**src/rtl/mem_stage_pkg.sv**
```systemverilog
// Shared definitions for the RV32I MEM stage: funct3 encodings, access sizes,
// fault FSM states and the default data-memory window.
package mem_stage_pkg;

  localparam logic [2:0] F3_LB  = 3'd0;
  localparam logic [2:0] F3_LH  = 3'd1;
  localparam logic [2:0] F3_LW  = 3'd2;
  localparam logic [2:0] F3_LBU = 3'd4;
  localparam logic [2:0] F3_LHU = 3'd5;
  localparam logic [2:0] F3_SB  = 3'd0;
  localparam logic [2:0] F3_SH  = 3'd1;
  localparam logic [2:0] F3_SW  = 3'd2;

  typedef enum logic [1:0] {
    SIZE_BYTE = 2'd0,
    SIZE_HALF = 2'd1,
    SIZE_WORD = 2'd2,
    SIZE_RSVD = 2'd3
  } access_size_e;

  typedef enum logic {
    ST_RUN     = 1'b0,
    ST_FAULTED = 1'b1
  } fault_state_e;

  // Data memory decodes from this base; keep in step with the memory's address shift.
  localparam logic [31:0] DMEM_BASE_DEFAULT  = 32'h0100_0000;
  localparam int unsigned DMEM_BYTES_DEFAULT = 1048576;

  function automatic logic [2:0] access_bytes(input access_size_e size);
    case (size)
      SIZE_BYTE: access_bytes = 3'd1;
      SIZE_HALF: access_bytes = 3'd2;
      default:   access_bytes = 3'd4;
    endcase
  endfunction

endpackage

```
**src/rtl/mem_stage_if.sv**
```systemverilog
// Combinational data-memory port driven by the MEM stage.
interface mem_stage_if;
  logic [31:0] dmem_address;
  logic        dmem_read_write;
  logic [31:0] dmem_data_in;
  logic [1:0]  dmem_access_size;
  logic [31:0] dmem_data_out;

  modport master (
    output dmem_address, dmem_read_write, dmem_data_in, dmem_access_size,
    input  dmem_data_out
  );

  modport slave (
    input  dmem_address, dmem_read_write, dmem_data_in, dmem_access_size,
    output dmem_data_out
  );
endinterface

```
**src/rtl/mem_stage_load_extend.sv**
```systemverilog
// Load data extension from raw little-endian memory data; flags funct3
// values that are not legal RV32I loads.
module mem_stage_load_extend
  import mem_stage_pkg::*;
(
  input  logic [2:0]  funct3_i,
  input  logic [31:0] raw_i,
  output logic [31:0] data_o,
  output logic        illegal_o
);

  always_comb begin
    data_o    = '0;
    illegal_o = 1'b0;
    case (funct3_i)
      F3_LB:   data_o = {{24{raw_i[7]}}, raw_i[7:0]};
      F3_LH:   data_o = {{16{raw_i[15]}}, raw_i[15:0]};
      F3_LW:   data_o = raw_i;
      F3_LBU:  data_o = {24'd0, raw_i[7:0]};
      F3_LHU:  data_o = {16'd0, raw_i[15:0]};
      default: illegal_o = 1'b1;
    endcase
  end

endmodule

```
**src/rtl/mem_stage.sv**
```systemverilog
// RV32I MEM stage: drives the data-memory port, checks range/alignment,
// extends load data and produces the MEM/WB register plus event counters.
module mem_stage
  import mem_stage_pkg::*;
#(
  parameter logic [31:0] DMEM_BASE   = DMEM_BASE_DEFAULT,
  parameter int unsigned DMEM_BYTES  = DMEM_BYTES_DEFAULT,
  parameter bit          ALIGN_CHECK = 1'b1
) (
  input  logic        clock,
  input  logic        reset,
  input  logic        ex_valid,
  input  logic        ex_is_load,
  input  logic        ex_is_store,
  input  logic [2:0]  ex_funct3,
  input  logic [31:0] ex_alu_result,
  input  logic [31:0] ex_rs2_data,
  input  logic [4:0]  ex_rd,
  input  logic        ex_reg_wen,
  input  logic        stall,
  input  logic        flush,
  mem_stage_if.master dmem,
  output logic        wb_valid,
  output logic [4:0]  wb_rd,
  output logic        wb_reg_wen,
  output logic [31:0] wb_data,
  output logic        wb_fault,
  output logic [31:0] wb_fault_addr,
  output logic [31:0] fwd_data,
  output logic [31:0] load_count,
  output logic [31:0] store_count
);

  localparam logic [32:0] DMEM_LIMIT = {1'b0, DMEM_BASE} + 33'(DMEM_BYTES);

  fault_state_e state_q, state_d;
  logic         wb_valid_q, wb_valid_d;
  logic [4:0]   wb_rd_q, wb_rd_d;
  logic         wb_reg_wen_q, wb_reg_wen_d;
  logic [31:0]  wb_data_q, wb_data_d;
  logic [31:0]  fault_addr_q, fault_addr_d;
  logic [31:0]  load_count_q, load_count_d;
  logic [31:0]  store_count_q, store_count_d;

  logic        mem_op, out_of_range, misaligned, fault_now;
  logic        faulted, go, capture_fault, ext_illegal;
  logic [32:0] access_end;
  logic [31:0] ext_data;

  mem_stage_load_extend u_load_extend (
    .funct3_i  (ex_funct3),
    .raw_i     (dmem.dmem_data_out),
    .data_o    (ext_data),
    .illegal_o (ext_illegal)
  );

  always_comb begin
    mem_op       = ex_valid & (ex_is_load | ex_is_store);
    // 33-bit end address so accesses touching the top of the 4 GiB space cannot wrap.
    access_end   = {1'b0, ex_alu_result} + {30'd0, access_bytes(access_size_e'(ex_funct3[1:0]))};
    out_of_range = (ex_alu_result < DMEM_BASE) | (access_end > DMEM_LIMIT);
    misaligned   = 1'b0;
    if (ALIGN_CHECK) begin
      case (access_size_e'(ex_funct3[1:0]))
        SIZE_HALF: misaligned = ex_alu_result[0];
        SIZE_WORD: misaligned = |ex_alu_result[1:0];
        default:   misaligned = 1'b0;
      endcase
    end
    fault_now     = mem_op & (out_of_range | misaligned | (ex_is_load & ext_illegal));
    faulted       = (state_q == ST_FAULTED);
    go            = ex_valid & ~stall & ~flush & ~fault_now & ~faulted;
    capture_fault = fault_now & ~stall & ~flush & ~faulted;
  end

  // The memory writes combinationally, so the write strobe is gated here, including by reset.
  assign dmem.dmem_address     = ex_alu_result;
  assign dmem.dmem_data_in     = ex_rs2_data;
  assign dmem.dmem_access_size = mem_op ? ex_funct3[1:0] : '0;
  assign dmem.dmem_read_write  = go & ex_is_store & ~reset;

  assign fwd_data = ex_is_load ? ext_data : ex_alu_result;

  always_comb begin
    state_d = state_q;
    case (state_q)
      ST_RUN:     if (capture_fault) state_d = ST_FAULTED;
      ST_FAULTED: state_d = ST_FAULTED;
      default:    state_d = ST_RUN;
    endcase
  end

  always_comb begin
    wb_valid_d    = wb_valid_q;
    wb_rd_d       = wb_rd_q;
    wb_reg_wen_d  = wb_reg_wen_q;
    wb_data_d     = wb_data_q;
    fault_addr_d  = fault_addr_q;
    load_count_d  = load_count_q;
    store_count_d = store_count_q;
    if (!stall) begin
      wb_valid_d   = 1'b0;
      wb_reg_wen_d = 1'b0;
      if (capture_fault) begin
        fault_addr_d = ex_alu_result;
      end else if (go) begin
        wb_valid_d   = 1'b1;
        wb_rd_d      = ex_rd;
        wb_reg_wen_d = ex_reg_wen & (ex_rd != '0);
        wb_data_d    = fwd_data;
      end
    end
    if (go & ex_is_load)  load_count_d  = load_count_q + 32'd1;
    if (go & ex_is_store) store_count_d = store_count_q + 32'd1;
  end

  always_ff @(posedge clock) begin
    if (reset) begin
      state_q       <= ST_RUN;
      wb_valid_q    <= 1'b0;
      wb_rd_q       <= '0;
      wb_reg_wen_q  <= 1'b0;
      wb_data_q     <= '0;
      fault_addr_q  <= '0;
      load_count_q  <= '0;
      store_count_q <= '0;
    end else begin
      state_q       <= state_d;
      wb_valid_q    <= wb_valid_d;
      wb_rd_q       <= wb_rd_d;
      wb_reg_wen_q  <= wb_reg_wen_d;
      wb_data_q     <= wb_data_d;
      fault_addr_q  <= fault_addr_d;
      load_count_q  <= load_count_d;
      store_count_q <= store_count_d;
    end
  end

  assign wb_valid      = wb_valid_q;
  assign wb_rd         = wb_rd_q;
  assign wb_reg_wen    = wb_reg_wen_q;
  assign wb_data       = wb_data_q;
  assign wb_fault      = (state_q == ST_FAULTED);
  assign wb_fault_addr = fault_addr_q;
  assign load_count    = load_count_q;
  assign store_count   = store_count_q;

endmodule

```
**src/flat_wrapper.sv**
```systemverilog
// flat-port wrapper written by rule: the top's interface ports become plain ports
module mem_stage_flat import mem_stage_pkg::*;
#(
  parameter logic [31:0] DMEM_BASE   = DMEM_BASE_DEFAULT,
  parameter int unsigned DMEM_BYTES  = DMEM_BYTES_DEFAULT,
  parameter bit          ALIGN_CHECK = 1'b1
)
  (clock, reset, ex_valid, ex_is_load, ex_is_store, ex_funct3, ex_alu_result, ex_rs2_data, ex_rd, ex_reg_wen, stall, flush, wb_valid, wb_rd, wb_reg_wen, wb_data, wb_fault, wb_fault_addr, fwd_data, load_count, store_count, dmem_dmem_address, dmem_dmem_read_write, dmem_dmem_data_in, dmem_dmem_access_size, dmem_dmem_data_out);
  mem_stage_if dmem_i ();
  input  logic clock;
  input  logic reset;
  input  logic ex_valid;
  input  logic ex_is_load;
  input  logic ex_is_store;
  input  logic [2:0] ex_funct3;
  input  logic [31:0] ex_alu_result;
  input  logic [31:0] ex_rs2_data;
  input  logic [4:0] ex_rd;
  input  logic ex_reg_wen;
  input  logic stall;
  input  logic flush;
  output logic wb_valid;
  output logic [4:0] wb_rd;
  output logic wb_reg_wen;
  output logic [31:0] wb_data;
  output logic wb_fault;
  output logic [31:0] wb_fault_addr;
  output logic [31:0] fwd_data;
  output logic [31:0] load_count;
  output logic [31:0] store_count;
  output wire logic [$bits(dmem_i.dmem_address)-1:0] dmem_dmem_address;
  output wire logic [$bits(dmem_i.dmem_read_write)-1:0] dmem_dmem_read_write;
  output wire logic [$bits(dmem_i.dmem_data_in)-1:0] dmem_dmem_data_in;
  output wire logic [$bits(dmem_i.dmem_access_size)-1:0] dmem_dmem_access_size;
  input wire logic [$bits(dmem_i.dmem_data_out)-1:0] dmem_dmem_data_out;
  assign dmem_dmem_address = dmem_i.dmem_address;
  assign dmem_dmem_read_write = dmem_i.dmem_read_write;
  assign dmem_dmem_data_in = dmem_i.dmem_data_in;
  assign dmem_dmem_access_size = dmem_i.dmem_access_size;
  assign dmem_i.dmem_data_out = dmem_dmem_data_out;
  mem_stage #(.DMEM_BASE(DMEM_BASE), .DMEM_BYTES(DMEM_BYTES), .ALIGN_CHECK(ALIGN_CHECK)) u_core (.clock(clock), .reset(reset), .ex_valid(ex_valid), .ex_is_load(ex_is_load), .ex_is_store(ex_is_store), .ex_funct3(ex_funct3), .ex_alu_result(ex_alu_result), .ex_rs2_data(ex_rs2_data), .ex_rd(ex_rd), .ex_reg_wen(ex_reg_wen), .stall(stall), .flush(flush), .dmem(dmem_i), .wb_valid(wb_valid), .wb_rd(wb_rd), .wb_reg_wen(wb_reg_wen), .wb_data(wb_data), .wb_fault(wb_fault), .wb_fault_addr(wb_fault_addr), .fwd_data(fwd_data), .load_count(load_count), .store_count(store_count));
endmodule
```
**config.mk**
```make
export PLATFORM = sky130hd
export DESIGN_NAME = mem_stage_flat
export DESIGN_NICKNAME = d
export VERILOG_FILES = /design/src/rtl/mem_stage_pkg.sv /design/src/rtl/mem_stage_if.sv /design/src/rtl/mem_stage_load_extend.sv /design/src/rtl/mem_stage.sv /design/src/flat_wrapper.sv
export SDC_FILE = /design/constraint.sdc
export NUM_CORES = 1
export LEC_CHECK = 0
export CAP_MARGIN = 5
export CORE_UTILIZATION = 38
export DETAILED_ROUTE_END_ITERATION = 10
export GPL_TIMING_DRIVEN = 0
export HOLD_SLACK_MARGIN = 0.06
export PLACE_DENSITY = 0.77
export SYNTH_ARGS = -nofsm -noshare
export SYNTH_HDL_FRONTEND = slang
export SYNTH_SLANG_ARGS = --single-unit
export TNS_END_PERCENT = 10
```
**constraint.sdc**
```tcl
create_clock -name clock -period 4.1 [get_ports clock]
set_clock_uncertainty 0.1 [all_clocks]
set_input_delay 0.615 -clock clock [delete_from_list [all_inputs] [get_ports clock]]
set_output_delay 0.615 -clock clock [all_outputs]
set_load 0.01 [all_outputs]
```
Word level (Yosys, flattened, before mapping) --
Index checks and enable logic that the tools add are counted. Widths: inputs -> output; s select.
Operators by class: add/subtract/negate cells 3, multipliers 0, divide/modulo/power cells 0, magnitude comparators 2, equality and inequality tests 6, shifts and indexed selects 0, multiplexer cells 12, bitwise logic cells 24, reduce and logical (&&, ||, !) cells 7
Operators by type and width (count):
- $pmux 32 s5 | 1
- $add 32x1->32 const B | 2
- $add 32x3->33 | 1
- $gt 33x25->1 const B | 1
- $lt 32x25->1 const B | 1
- $mux 32 | 1
- $and 1x1->1 | 14
- $eq 3x3->1 const B | 2
- $mux 1 | 6
- $not 1->1 | 6
- $pmux 3 s2 | 1
- $reduce_bool 5->1 | 1
- $reduce_or 5->1 | 1
- $or 1x1->1 | 4
- $pmux 1 s2 | 2
- $eq 3x1->1 const B | 1
- $eq 3x2->1 const B | 1
- $logic_not 3->1 | 1
- $reduce_and 3->1 | 1
- $eq 2x1->1 const B | 1
- $eq 2x2->1 const B | 1
- $logic_not 2->1 | 1
- $mux 2 | 1
- $reduce_and 2->1 | 1
- $reduce_or 2->1 | 1
Word-level totals: register bits after elaboration 136, bits in latches 0, bits in writable memories 0, ROM bits 0, input bits 112, logic and storage cells 62, memories kept 0

Depth between registers and ports, before layout --
word-level depth 13, mapped depth 16, gate-level depth less buffers 13

Hierarchy --
From an unflattened synthesis, not the netlist that was laid out.
Unflattened totals: cells, all modules 988, area, all modules 8042.7 um^2
Modules (own cells, without submodules):
- mem_stage | instances 1, cells an instance 916, area an instance 7467.2 um^2, seq. area each 2722.6 um^2
- mem_stage_load_extend | instances 1, cells an instance 72, area an instance 575.6 um^2, seq. area each 0.0 um^2

Worst setup path after synthesis --
Ideal clock, no wire load.
kind input port to output port, start point input ex_funct3[0], end point output dmem_dmem_read_write, arrival time 3400 ps, required time 3385 ps, setup slack -15 ps, cell stages on the path 13, buffers on the path 1, cell sequence inv_1 -> ha_1 -> ha_1 -> fa_1 -> a21oi_1 -> clkbuf_1 -> mux2_2 -> o2bb2ai_1 -> nand4_1 -> nor4_1 -> o31a_1 -> nand2_1 -> nor3_1
On the way: word-level cells in the longest chain between the ends 13, elaborated cells between the ends (all ways) 24
RTL lines:
- start: declaration | RTL line flat_wrapper.sv:15 | input logic [2:0] ex_funct3;
- $eq 2x1->1 / $logic_not 2->1 (equally long branches) | RTL line mem_stage_pkg.sv:31, mem_stage.sv:64
- $pmux 3 s2 | RTL line mem_stage_pkg.sv:31 | case (size)
- $add 32x3->33 | RTL line mem_stage.sv:60 | access_end = {1'b0, ex_alu_result} + {30'd0, access_bytes(access_size_e'(ex_funct3[1:0]))};
- $gt 33x25->1 | RTL line mem_stage.sv:61 | out_of_range = (ex_alu_result < DMEM_BASE) | (access_end > DMEM_LIMIT);
- $or 1x1->1 | RTL line mem_stage.sv:61
- $or 1x1->1 | RTL line mem_stage.sv:70 | fault_now = mem_op & (out_of_range | misaligned | (ex_is_load & ext_illegal));
- $or 1x1->1 (*) | RTL line mem_stage.sv:70
- $and 1x1->1 (*) | RTL line mem_stage.sv:70
- $not 1->1 (*) | RTL line mem_stage.sv:72 | go = ex_valid & ~stall & ~flush & ~fault_now & ~faulted;
- $and 1x1->1 (*) (2 in a row) | RTL line mem_stage.sv:72
- $and 1x1->1 (*) (2 in a row) | RTL line mem_stage.sv:80 | assign dmem.dmem_read_write = go & ex_is_store & ~reset;
- end: declaration | RTL line flat_wrapper.sv:32 | output wire logic [$bits(dmem_i.dmem_read_write)-1:0] dmem_dmem_read_write;
Every way passes the cells marked *; elsewhere a longest branch is shown, timed or not.

Worst setup path after layout --
start point input ex_funct3[1], end point output dmem_dmem_read_write
The elaborated chain is that of the path after synthesis.

==> impl_metrics.ini <==
[outcome]
status = complete, but fails checks
failed_checks = negative setup slack

[clock_network]
clk_latency_ns = 0.43
cts_tree = done
clk_pin_slew_worst_paths_ns = 0.06
cts_sinks = 136
cts-hold-fix-buffers = 0
clock_path_buffers = 2
root_buffer = clkbuf_16
cts_buffers = 17
htreeDepth = 4

[hold_path]
min_path_type = register to register
holdCritStartpoint = u_core.wb_valid
holdPathEnd = u_core.wb_valid
holdPathStages = 2

[critical_path]
slowest_delay_ns = 0.36
r2r_cells = 8
worstSetupPathType = input port to primary output
startpoint_type = input port
r2r_setup_slack_ns = 1.24
cp_max_fo = 8
cp.required_ns = 3.38
cpMostUsedCell = a21oi_4
critPathCaptureType = primary output
crit_slowest_cell = a2111oi_1
r2r_end = u_core.load_count[30]
cp_cell_sequence = buf_4, inv_2, ha_1, nor2_1, ha_4, a21oi_4, a21oi_4, a2111oi_1, o22ai_1, nor4_4, o31a_1, nand2_2, nor3_2, buf_2
critPathArrivalTime_ns = 3.42
worst-path-buf-inv = 3
rr_startpoint = u_core.load_count[2]
crit_family = compound AO/OA/AOI/OAI gates

[sta]
slew_viol_final = 0
tightest_slew_ns = 0.731
fin_hold_ws_ns = 0.359
hold_viol = 0
finalCritPeriodShare = 1.01
fmax_mhz = 242
setup_viol = 1
relSlewSlack = 0.513
rsz0062_at_grt = yes
fin_ws_ns = -0.0301
layout_min_cycle_time_ns = 4.13
tns_ns = -0.0301

[drt]
drt_iter0_drc = 457
drtAntennaViolNets = 0
num_vias = 8684
vias_per_cell = 5.49
drc = 0
avgRoutedWirePerCell_um = 18.1
wirelength_um = 28700
drtPass1Iterations = 5

[floorplan]
initial_core_util = 0.392
fp.dieH_um = 145
die_area_um2 = 20900
core-area_um2 = 19700
num_rows = 51
die_x_um = 145
io_pins = 347

[global_routing]
grt_first_pass_wirelength_um = 43000
grt_max_degree = 17
grt_pass1_vias = 8106
grt_overflow = 0
grt_antenna_before_repair = 0
grt_usage = 0.268

[finish]
final_nets = 1428
synthToLayoutAreaGrowth_pct = 55.6
diodes = 0
drive_gt1_frac = 0.138
most-common-layout-cells = clkdlybuf4s50_1, dfxtp_1, nor2_1
final_common_cell = clkdlybuf4s50_1
fin_cells = 1583

[logic_synthesis]
synth_edf_count = 0
ys_ff_latch = 136
async_reset_ff_frac = 0
syn_inst = 962
synthFlopType = dfxtp_1
syn-cell-area_um2 = 7730
ys_types = 63
avgSynthCellArea_um2 = 8.04
ys_warn_count = 0
ys_seq_area_frac = 0.352
synth_nets = 1085

[place]
port_buffers = 308
dp.cells = 1535
gp_congestion = 0.932
dpl.hpwl_um = 21200

[power_and_ir_drop]
vdd_drop_max_mv = 0.296
p_leak_uw = 0.00446
power.density_nw_per_um2 = 296

[job]
drv_cap = 0
-- state kept, by name (all words and copies together) (netlist names) --
| name | count |
|---|---|
| u_core.wb_rd | 5 |
| u_core.wb_fault | 1 |
| u_core.load_count | 32 |
| u_core.wb_fault_addr | 32 |
| u_core.store_count | 32 |
| u_core.wb_valid | 1 |
| u_core.wb_reg_wen | 1 |
| u_core.wb_data | 32 |
-- where the power goes --
part	internal [uW]	switching [uW]
Clock	894	642
Combinational	342	330
Sequential	1340	12.8
-- per-stage QoR --
step           power [uW]  instance area (um^2)  setup slack (ns)  utilization
6_report             3570                 12000           -0.0301        0.610
5_1_grt              3680                 12000            -0.110        0.610
4_1_cts              3570                 11900            0.0121        0.605
3_5_place_dp         2020                 11200             -1.70        0.566
3_3_place_gp         2010                 11200             -1.64        0.566
2_1_floorplan        1670                  7740            0.0564            -
-- worst max path at each step --
stage | slack, ns | from | cells past startpoint | endpoint
6_report | -0.03 | ex_funct3[1] | 14 | dmem_dmem_read_write
3_3_place_gp | -1.64 | ex_funct3[0] | 15 | dmem_dmem_read_write
2_1_floorplan | 0.06 | ex_funct3[0] | 13 | dmem_dmem_read_write
4_1_cts | 0.01 | ex_alu_result[8] | 10 | dmem_dmem_read_write
5_1_grt | -0.11 | ex_funct3[1] | 16 | dmem_dmem_read_write
3_5_place_dp | -1.70 | ex_funct3[0] | 15 | dmem_dmem_read_write
-- synthesized netlist by cell type (5+ instances only) --
cell	count	area [um^2]
o31a_1	8	70.1
xnor2_1	11	96.3
dfxtp_1	136	2720
or3_1	29	181
inv_1	31	116
ha_1	10	125
nand2_1	54	203
and2_1	5	31.3
o21ai_0	42	210
clkbuf_1	45	169
and4_1	9	78.8
nand3_1	28	140
o211ai_1	8	60.1
buf_2	12	60.1
nor3_1	26	130
nand4_1	24	150
nor2b_1	5	31.3
nor2_1	116	435
and3_1	11	68.8
mux2i_1	64	641
nor4_1	15	93.8
buf_4	64	480
o21ba_2	5	50.1
o31ai_1	25	188
or4_1	25	188
a21oi_1	94	470
-- worst register-to-register path: stages (launching register included) --
cell and delay, ns:
dfxtp_1 0.46, nand4_1 0.18, nor2_1 0.25, nand2_1 0.09, nor2_1 0.28, nand3_1 0.30
or3_1 0.45, or4_1 0.52, a21oi_1 0.15
-- per-layer routing --
layer / wire (um) / up-vias / global-route usage / part of all wire
li1: - / 4111 / - / -
met1: 11400 / 4124 / 0.314 / 0.40
met2: 14400 / 406 / 0.474 / 0.50
met3: 2420 / 43 / 0.0655 / 0.084
met4: 527 / 0 / 0.0942 / 0.018
met5: 0 / - / 0 / 0
-- cell type report --
class / instances / area [um^2]
Tap cell: 265 / 332
Buffer: 123 / 763
Clock buffer: 17 / 425
Timing Repair Buffer: 325 / 3210
Clock inverter: 15 / 151
Inverter: 31 / 116
Fill cell: 1722 / 7680
Multi-Input combinational cell: 671 / 4320
Sequential cell: 136 / 2720
-- cells by family after synthesis --
family                   Yosys count  synth area share
AO/OA/AOI/OAI                    215             0.171
multiplexers                      68            0.0887
AND/OR/NAND/NOR                  362             0.244
XOR/XNOR                          15            0.0170
buffers and inverters            155             0.109
flip-flops                       136             0.352
adder cells (fa/ha/maj)           11            0.0188
-- timing repair --
| item | in CTS | in global routing |
|---|---|---|
| endpoints found under the setup margin | 155 | 128 |
| gates resized for setup | 50 | 31 |
| gates cloned | 0 | 1 |
| pin swaps | 10 | 7 |
| setup buffers | 13 | 3 |
Note: power is estimated with default switching activity, not from simulation.
